--- config.mk ---
export PLATFORM = sky130hd
export DESIGN_NAME = glitch_pulse_train
export DESIGN_NICKNAME = d
export VERILOG_FILES = /design/src/rtl/glitch_pkg.sv /design/src/rtl/glitch_pulse_train_phase_down_counter.sv /design/src/rtl/glitch_pulse_train.sv
export SDC_FILE = /design/constraint.sdc
export NUM_CORES = 1
export LEC_CHECK = 0
export ABC_AREA = 0
export CORE_ASPECT_RATIO = 1.4
export CORE_MARGIN = 1
export CORE_UTILIZATION = 36
export CTS_CLUSTER_SIZE = 30
export DETAILED_ROUTE_END_ITERATION = 6
export PLACE_DENSITY = 0.64
export SKIP_CTS_REPAIR_TIMING = 1
export SLEW_MARGIN = 0
export SYNTH_ARGS = -nofsm -noshare
export SYNTH_HDL_FRONTEND = slang
export SYNTH_SLANG_ARGS = --single-unit
--- constraint.sdc ---
create_clock -name clk -period 3.4 [get_ports clk]
set_input_delay 0.68 -clock clk [delete_from_list [all_inputs] [get_ports clk]]
set_output_delay 0.68 -clock clk [all_outputs]
set_load 0.005 [all_outputs]
--- src/rtl/glitch_pkg.sv ---
`default_nettype none
// ============================================================================
// Module   : glitch_pkg
// Purpose  : Shared types and default sizes for the glitch pulse train.
//            Holds the phase state enumeration and the default operand and
//            counter widths used by glitch_pulse_train.
// Revision : 1.0  initial release
// ============================================================================
package glitch_pkg;

  // Default width of the delay/width/gap operands and the phase counter
  localparam int DEF_CNT_W = 32;
  // Default width of the pulse-count operand
  localparam int DEF_NUM_W = 8;

  // Train phases
  typedef enum logic [1:0] {
    IDLE  = 2'd0,
    DELAY = 2'd1,
    ON    = 2'd2,
    GAP   = 2'd3
  } state_t;

endpackage : glitch_pkg
`default_nettype wire

--- src/rtl/glitch_pulse_train_phase_down_counter.sv ---
`default_nettype none
// ============================================================================
// Module   : phase_down_counter
// Purpose  : Loadable saturating down-counter timing one train phase.
//            A load takes priority over a decrement; a decrement at zero
//            holds the count at zero.
// Ports    : clk       - clock, posedge
//            reset     - asynchronous active-high reset, clears the count
//            load      - load load_val on the next edge
//            load_val  - value to load
//            dec       - decrement on the next edge (saturating at zero)
//            zero      - count is zero
// Revision : 1.0  initial release
// ============================================================================
module phase_down_counter #(
  parameter int CNT_W = 32
) (
  input  logic             clk,
  input  logic             reset,
  input  logic             load,
  input  logic [CNT_W-1:0] load_val,
  input  logic             dec,
  output logic             zero
);

  logic [CNT_W-1:0] cnt_q;
  logic [CNT_W-1:0] cnt_d;

  always_comb begin
    cnt_d = cnt_q;
    if (load) begin
      cnt_d = load_val;
    end else if (dec && (cnt_q != '0)) begin
      cnt_d = cnt_q - CNT_W'(1);
    end
  end

  always_ff @(posedge clk or posedge reset) begin
    if (reset) begin
      cnt_q <= '0;
    end else begin
      cnt_q <= cnt_d;
    end
  end

  assign zero = (cnt_q == '0);

endmodule : phase_down_counter
`default_nettype wire

--- src/rtl/glitch_pulse_train.sv ---
`default_nettype none
// ============================================================================
// Module   : glitch_pulse_train
// Purpose  : Generates a train of active-low glitch pulses with programmable
//            start delay, pulse width, inter-pulse gap and pulse count.
//            Width, gap and count are latched when a train starts, so the
//            host may change them while a train runs. Zero width, gap or
//            count is treated as one.
// Ports    : clk        - clock, posedge
//            reset      - asynchronous active-high reset
//            start      - one-cycle request, honoured only when idle
//            delay      - cycles from start edge to first falling edge
//            width      - low time per pulse in cycles
//            gap        - high time between pulses in cycles
//            num        - pulses per train
//            abort      - abandon the running train (GLITCH_ABORT_EN only)
//            active_low - glitch output, 0 = glitch on
//            busy       - train in progress
//            done       - one-cycle strobe at train completion
// Config   : GLITCH_ABORT_EN - when defined, adds the abort input.
// Revision : 1.0  initial release
// ============================================================================
module glitch_pulse_train
  import glitch_pkg::*;
#(
  parameter int CNT_W = DEF_CNT_W,
  parameter int NUM_W = DEF_NUM_W
) (
  input  logic             clk,
  input  logic             reset,
`ifdef GLITCH_ABORT_EN
  input  logic             abort,
`endif
  input  logic             start,
  input  logic [CNT_W-1:0] delay,
  input  logic [CNT_W-1:0] width,
  input  logic [CNT_W-1:0] gap,
  input  logic [NUM_W-1:0] num,
  output logic             active_low,
  output logic             busy,
  output logic             done
);

  state_t           state_q, state_d;
  logic [CNT_W-1:0] width_q, width_d;
  logic [CNT_W-1:0] gap_q,   gap_d;
  logic [NUM_W-1:0] left_q,  left_d;
  logic             active_low_q, active_low_d;
  logic             busy_q,       busy_d;
  logic             done_q,       done_d;

  logic             w_cnt_load;
  logic [CNT_W-1:0] w_cnt_val;
  logic             w_cnt_dec;
  logic             w_cnt_zero;
  logic             w_abort;

  logic [CNT_W-1:0] w_width_eff;
  logic [CNT_W-1:0] w_gap_eff;
  logic [NUM_W-1:0] w_num_eff;

`ifdef GLITCH_ABORT_EN
  assign w_abort = abort;
`else
  assign w_abort = 1'b0;
`endif

  // Zero operands collapse to one so every phase lasts at least a cycle
  assign w_width_eff = (width == '0) ? CNT_W'(1) : width;
  assign w_gap_eff   = (gap   == '0) ? CNT_W'(1) : gap;
  assign w_num_eff   = (num   == '0) ? NUM_W'(1) : num;

  phase_down_counter #(
    .CNT_W (CNT_W)
  ) u_phase_cnt (
    .clk      (clk),
    .reset    (reset),
    .load     (w_cnt_load),
    .load_val (w_cnt_val),
    .dec      (w_cnt_dec),
    .zero     (w_cnt_zero)
  );

  always_comb begin
    state_d      = state_q;
    width_d      = width_q;
    gap_d        = gap_q;
    left_d       = left_q;
    active_low_d = active_low_q;
    busy_d       = busy_q;
    done_d       = 1'b0;
    w_cnt_load   = 1'b0;
    w_cnt_val    = '0;
    w_cnt_dec    = 1'b0;

    case (state_q)
      IDLE: begin
        if (start) begin
          width_d = w_width_eff;
          gap_d   = w_gap_eff;
          left_d  = w_num_eff;
          busy_d  = 1'b1;
          w_cnt_load = 1'b1;
          if (delay == '0) begin
            // No delay: the first pulse begins on the start edge itself
            state_d      = ON;
            active_low_d = 1'b0;
            w_cnt_val    = w_width_eff - CNT_W'(1);
          end else begin
            state_d   = DELAY;
            w_cnt_val = delay - CNT_W'(1);
          end
        end
      end

      DELAY, GAP: begin
        if (w_cnt_zero) begin
          state_d      = ON;
          active_low_d = 1'b0;
          w_cnt_load   = 1'b1;
          w_cnt_val    = width_q - CNT_W'(1);
        end else begin
          w_cnt_dec = 1'b1;
        end
      end

      ON: begin
        if (!w_cnt_zero) begin
          w_cnt_dec = 1'b1;
        end else if (left_q > NUM_W'(1)) begin
          state_d      = GAP;
          active_low_d = 1'b1;
          left_d       = left_q - NUM_W'(1);
          w_cnt_load   = 1'b1;
          w_cnt_val    = gap_q - CNT_W'(1);
        end else begin
          state_d      = IDLE;
          active_low_d = 1'b1;
          busy_d       = 1'b0;
          done_d       = 1'b1;
        end
      end

      default: begin
        state_d      = IDLE;
        active_low_d = 1'b1;
        busy_d       = 1'b0;
      end
    endcase

    // Abort overrides whatever phase transition was computed above
    if (w_abort && (state_q != IDLE)) begin
      state_d      = IDLE;
      active_low_d = 1'b1;
      busy_d       = 1'b0;
      done_d       = 1'b0;
      w_cnt_load   = 1'b1;
      w_cnt_val    = '0;
      w_cnt_dec    = 1'b0;
    end
  end

  always_ff @(posedge clk or posedge reset) begin
    if (reset) begin
      state_q      <= IDLE;
      width_q      <= '0;
      gap_q        <= '0;
      left_q       <= '0;
      active_low_q <= 1'b1;
      busy_q       <= 1'b0;
      done_q       <= 1'b0;
    end else begin
      state_q      <= state_d;
      width_q      <= width_d;
      gap_q        <= gap_d;
      left_q       <= left_d;
      active_low_q <= active_low_d;
      busy_q       <= busy_d;
      done_q       <= done_d;
    end
  end

  assign active_low = active_low_q;
  assign busy       = busy_q;
  assign done       = done_q;

endmodule : glitch_pulse_train
`default_nettype wire

==> key figures <==
Status
  • Status: finished, final reports clean

Clocking
  • H-tree levels: 3
  • CTS tree: done
  • Clock sink count: 109
  • CTS Buf Count: 9
  • CTS root buffer: clkbuf_16
  • Reg clk slew, reported paths: 0.08 ns
  • Clk buf depth: 2
  • Worst skew pair latency: 0.38 ns

Critical path
  • Critical Path Sink Type: register
  • Crit path to: u_phase_cnt.cnt_q[18]
  • Critical Path Source: width[24]
  • Worst R2R Path Depth: 10
  • CP Max Fanout: 5
  • Buf+Inv Stages, Crit Path: 4
  • R2R Path End: u_phase_cnt.cnt_q[23]
  • Largest delay contributor family on the critical path: simple AND/OR/NAND/NOR gates
  • WP data required: 3.68 ns
  • Setup CP Type: input port to register
  • Top cell by count, worst path: buf_4
  • CP max-delay cell: or4_4
  • Worst R2R Start: u_phase_cnt.cnt_q[0]
  • CP Launch Type: input port
  • WP data arrival: 3.65 ns
  • Reg2Reg Setup Slack: 0.24 ns
  • WP depth: 16
  • Crit path largest cell delay: 0.54 ns
  • Crit path cell chain: dlymetal6s2s_1 -> or4_4 -> nor2_1 -> buf_4 -> nand4b_4 -> o31ai_4 -> a21oi_4 -> ha_2 -> or3b_4 -> nor4_2 -> buf_4 -> nand2_2 -> buf_4 -> o21ai_0 -> a31o_2 -> a221oi_2

Timing
  • Tmin final: 3.370 ns
  • Setup_tns: 0 ns
  • Fin. Hold Viols: 0
  • Skew final: 0.01097 ns
  • Final Max Slew Viols: 0
  • Worst-margin pin slew: 1.022 ns
  • Final Cycle Share: 99.11%
  • Slew HR: 31.88%
  • Fmax: 296.8 MHz
  • Number of setup violations in the final report: 0
  • Setup ws final: 0.03020 ns

Synthesis
  • Post-synth ARST share: 100.0%
  • Leading area contributor after synthesis: dfrtp_1
  • Avg Inst Size Synth: 7.539 sq um
  • Post-synth EDFFs: 0
  • Synth Instances: 1096
  • Synth Flop Type: dfrtp_1
  • Mapped Area: 8263 sq um
  • FF+latch count, synth: 109
  • Synth top area share: 32.71%
  • Net Count, Synth: 1209
  • Synth unique cells: 75
  • Area contributors post-synth: dfrtp_1 33%, nand2_1 11%, nor2_1 4.5%
  • Sequential area share after synthesis: 33.03%
  • Synth warn: 0

Placed design
  • DP Worst Slack: -0.7645 ns
  • Cell Area, Placed: 10660 sq um
  • Routability cong.: 1.008
  • HPWL after DPL: 24580 um
  • Inst Count DP: 1599
  • Port Buffer Count: 109

Floorplanning
  • Core Area: 22530 sq um
  • Die span in y: 181.3 um
  • Site Rows: 65
  • # IOs: 110
  • Die width: 130.0 um
  • Initial core utilization: 36.68%
  • Die ar.: 23570 sq um

Route
  • Final ANT Viol Nets: 0
  • Via count: 9518
  • DR vias/cell: 5.883
  • TritonRoute pass-1 iters: 5
  • Wirelength per Cell: 19.62 um
  • Final WL: 31740 um
  • Initial drt markers: 873
  • DR DRC count: 0

Final layout
  • # nets final: 1425
  • Final core utilization: 50.22%
  • Seq. cell area: 2729 sq um
  • Number of antenna diodes: 0
  • Area occupied by multi-input gates: 5455 sq um
  • Final Cell Area: 11310 sq um
  • Fin cells: 1618
  • Fillers: 2199
  • Growth of design area from synthesis to finish: 36.92%
  • Layout cells sized above 1: 17.92%

Power and ir drop
  • Switching share of power: 26.53%
  • LEAKAGE: 5.282 nW
  • Logic pwr share: 13.4%
  • P per Cell Area: 245.3 nW/um^2
  • P_int: 2.039 mW
  • Fraction of power consumed by sequential logic: 47.2%
  • Worst vdd ir: 250.6 uV
  • Net switching power: 0.7361 mW
  • Clk pwr share: 39.4%

Global route
  • Pin count of the biggest net entering global routing: 98
  • Global-route wire length before repair: 48800 um
  • Global Route Usage Sum: 27.27%
  • Antenna violations before repair: 0
  • Remaining Overflow, GRT: 0
  • Vias in the first global route: 9142

Job
  • Max-cap violations: 0

Hold path
  • Hold Path Depth: 2
  • Hold crit path type: register to register
-- final cells by class --
cell class	instances	area share, %
well taps	301	3.329
multi-input cells	917	48.22
inverters	14	0.4977
clock inverters	6	0.5530
repair buffers	261	21.17
flip-flops and latches	109	24.12
clock buffers	10	2.112
-- through the flow --
stage / power [mW] / hold WS, ns
floorplan: 1.418 / 0.4435
global placement: 1.698 / 0.4826
detailed placement: 1.698 / 0.4962
CTS: 2.779 / 0.5151
global route: 2.860 / 0.5422
finish: 2.775 / 0.5145
-- worst min-delay path by stage --
stage | from | end | slack, ns
final | gap_q[31] | gap_q[31] | 0.51
after global routing | width_q[31] | width_q[31] | 0.54
after CTS | gap_q[31] | gap_q[31] | 0.52
after detailed placement | gap_q[31] | gap_q[31] | 0.50
after global placement | u_phase_cnt.cnt_q[15] | u_phase_cnt.cnt_q[15] | 0.48
after floorplan | u_phase_cnt.cnt_q[19] | u_phase_cnt.cnt_q[19] | 0.44
-- cells in the mapped netlist (14+ instances only) --
master / count
nor2_1: 99
xnor2_1: 30
nand4_1: 18
a211oi_1: 14
clkbuf_1: 38
or3_1: 21
nor4_1: 40
inv_1: 14
a21oi_1: 65
nand2_1: 239
nor3_1: 52
xor2_1: 38
dfrtp_1: 108
o21ai_0: 74
or4_1: 22
nand3_1: 30
-- flip-flops by register name, summed over array words and instances (netlist names) --
name	count
u_phase_cnt.cnt_q	32
state_q	2
active_low	1
done	1
gap_q	32
width_q	32
busy	1
left_q	8
-- layer usage --
layer | vias to the layer above | GRT usage (%) | share of wire [%] | wire length (um)
li1 | 4431 | - | - | -
met1 | 4566 | 31.99 | 38 | 12150
met3 | 100 | 3.909 | 6.1 | 1942
met5 | - | 0 | 0 | 0
met2 | 421 | 46.40 | 50 | 15960
met4 | 0 | 16.23 | 5.3 | 1688
-- worst reg2reg max path, cell delays in order, from the launching register on --
cell      delay [ns]
dfrtp_1         0.43
inv_1           0.08
ha_1            0.21
or4b_1          0.58
nor4b_1         0.30
buf_4           0.17
nand4_1         0.11
or2_1           0.43
o221ai_1        0.40
o21ai_0         0.19
a31oi_1         0.18
-- power by group through the flow --
stage / Combinational, mW / Clock, mW / Sequential, mW
2_1_floorplan: 0.0855 / 0 / 1.33
3_3_place_gp: 0.363 / 0 / 1.33
3_5_place_dp: 0.363 / 0 / 1.33
4_1_cts: 0.365 / 1.11 / 1.31
5_1_grt: 0.397 / 1.15 / 1.31
6_report: 0.372 / 1.09 / 1.31
-- cells by family (layout without fill, tap and decap cells) --
group           Yosys count  in the layout  synth area share, %
mux                       2              2               0.2574
buf+inv                  70            291                3.695
compound gates          254            254                19.47
flops                   109            109                33.03
fa+ha+maj                 6              6               0.9085
simple gates            587            587                35.43
xor+xnor                 68             68                7.208
-- cell usage in the layout (no fill, tap or decap), drive strengths merged, types with 18 or more instances in the layout --
master         Yosys  layout
or4               25      25
xor2              38      38
nor2              99      99
dfrtp            108     108
clkdlybuf4s50      0      55
nand3             31      31
a21oi             65      65
dlymetal6s2s       0      54
o21ai             76      76
buf               18     152
or3               21      21
nand4             18      18
nor4              47      47
xnor2             30      30
nor3              57      57
nand2            239     239
Note: power is estimated with default switching activity, not from simulation.
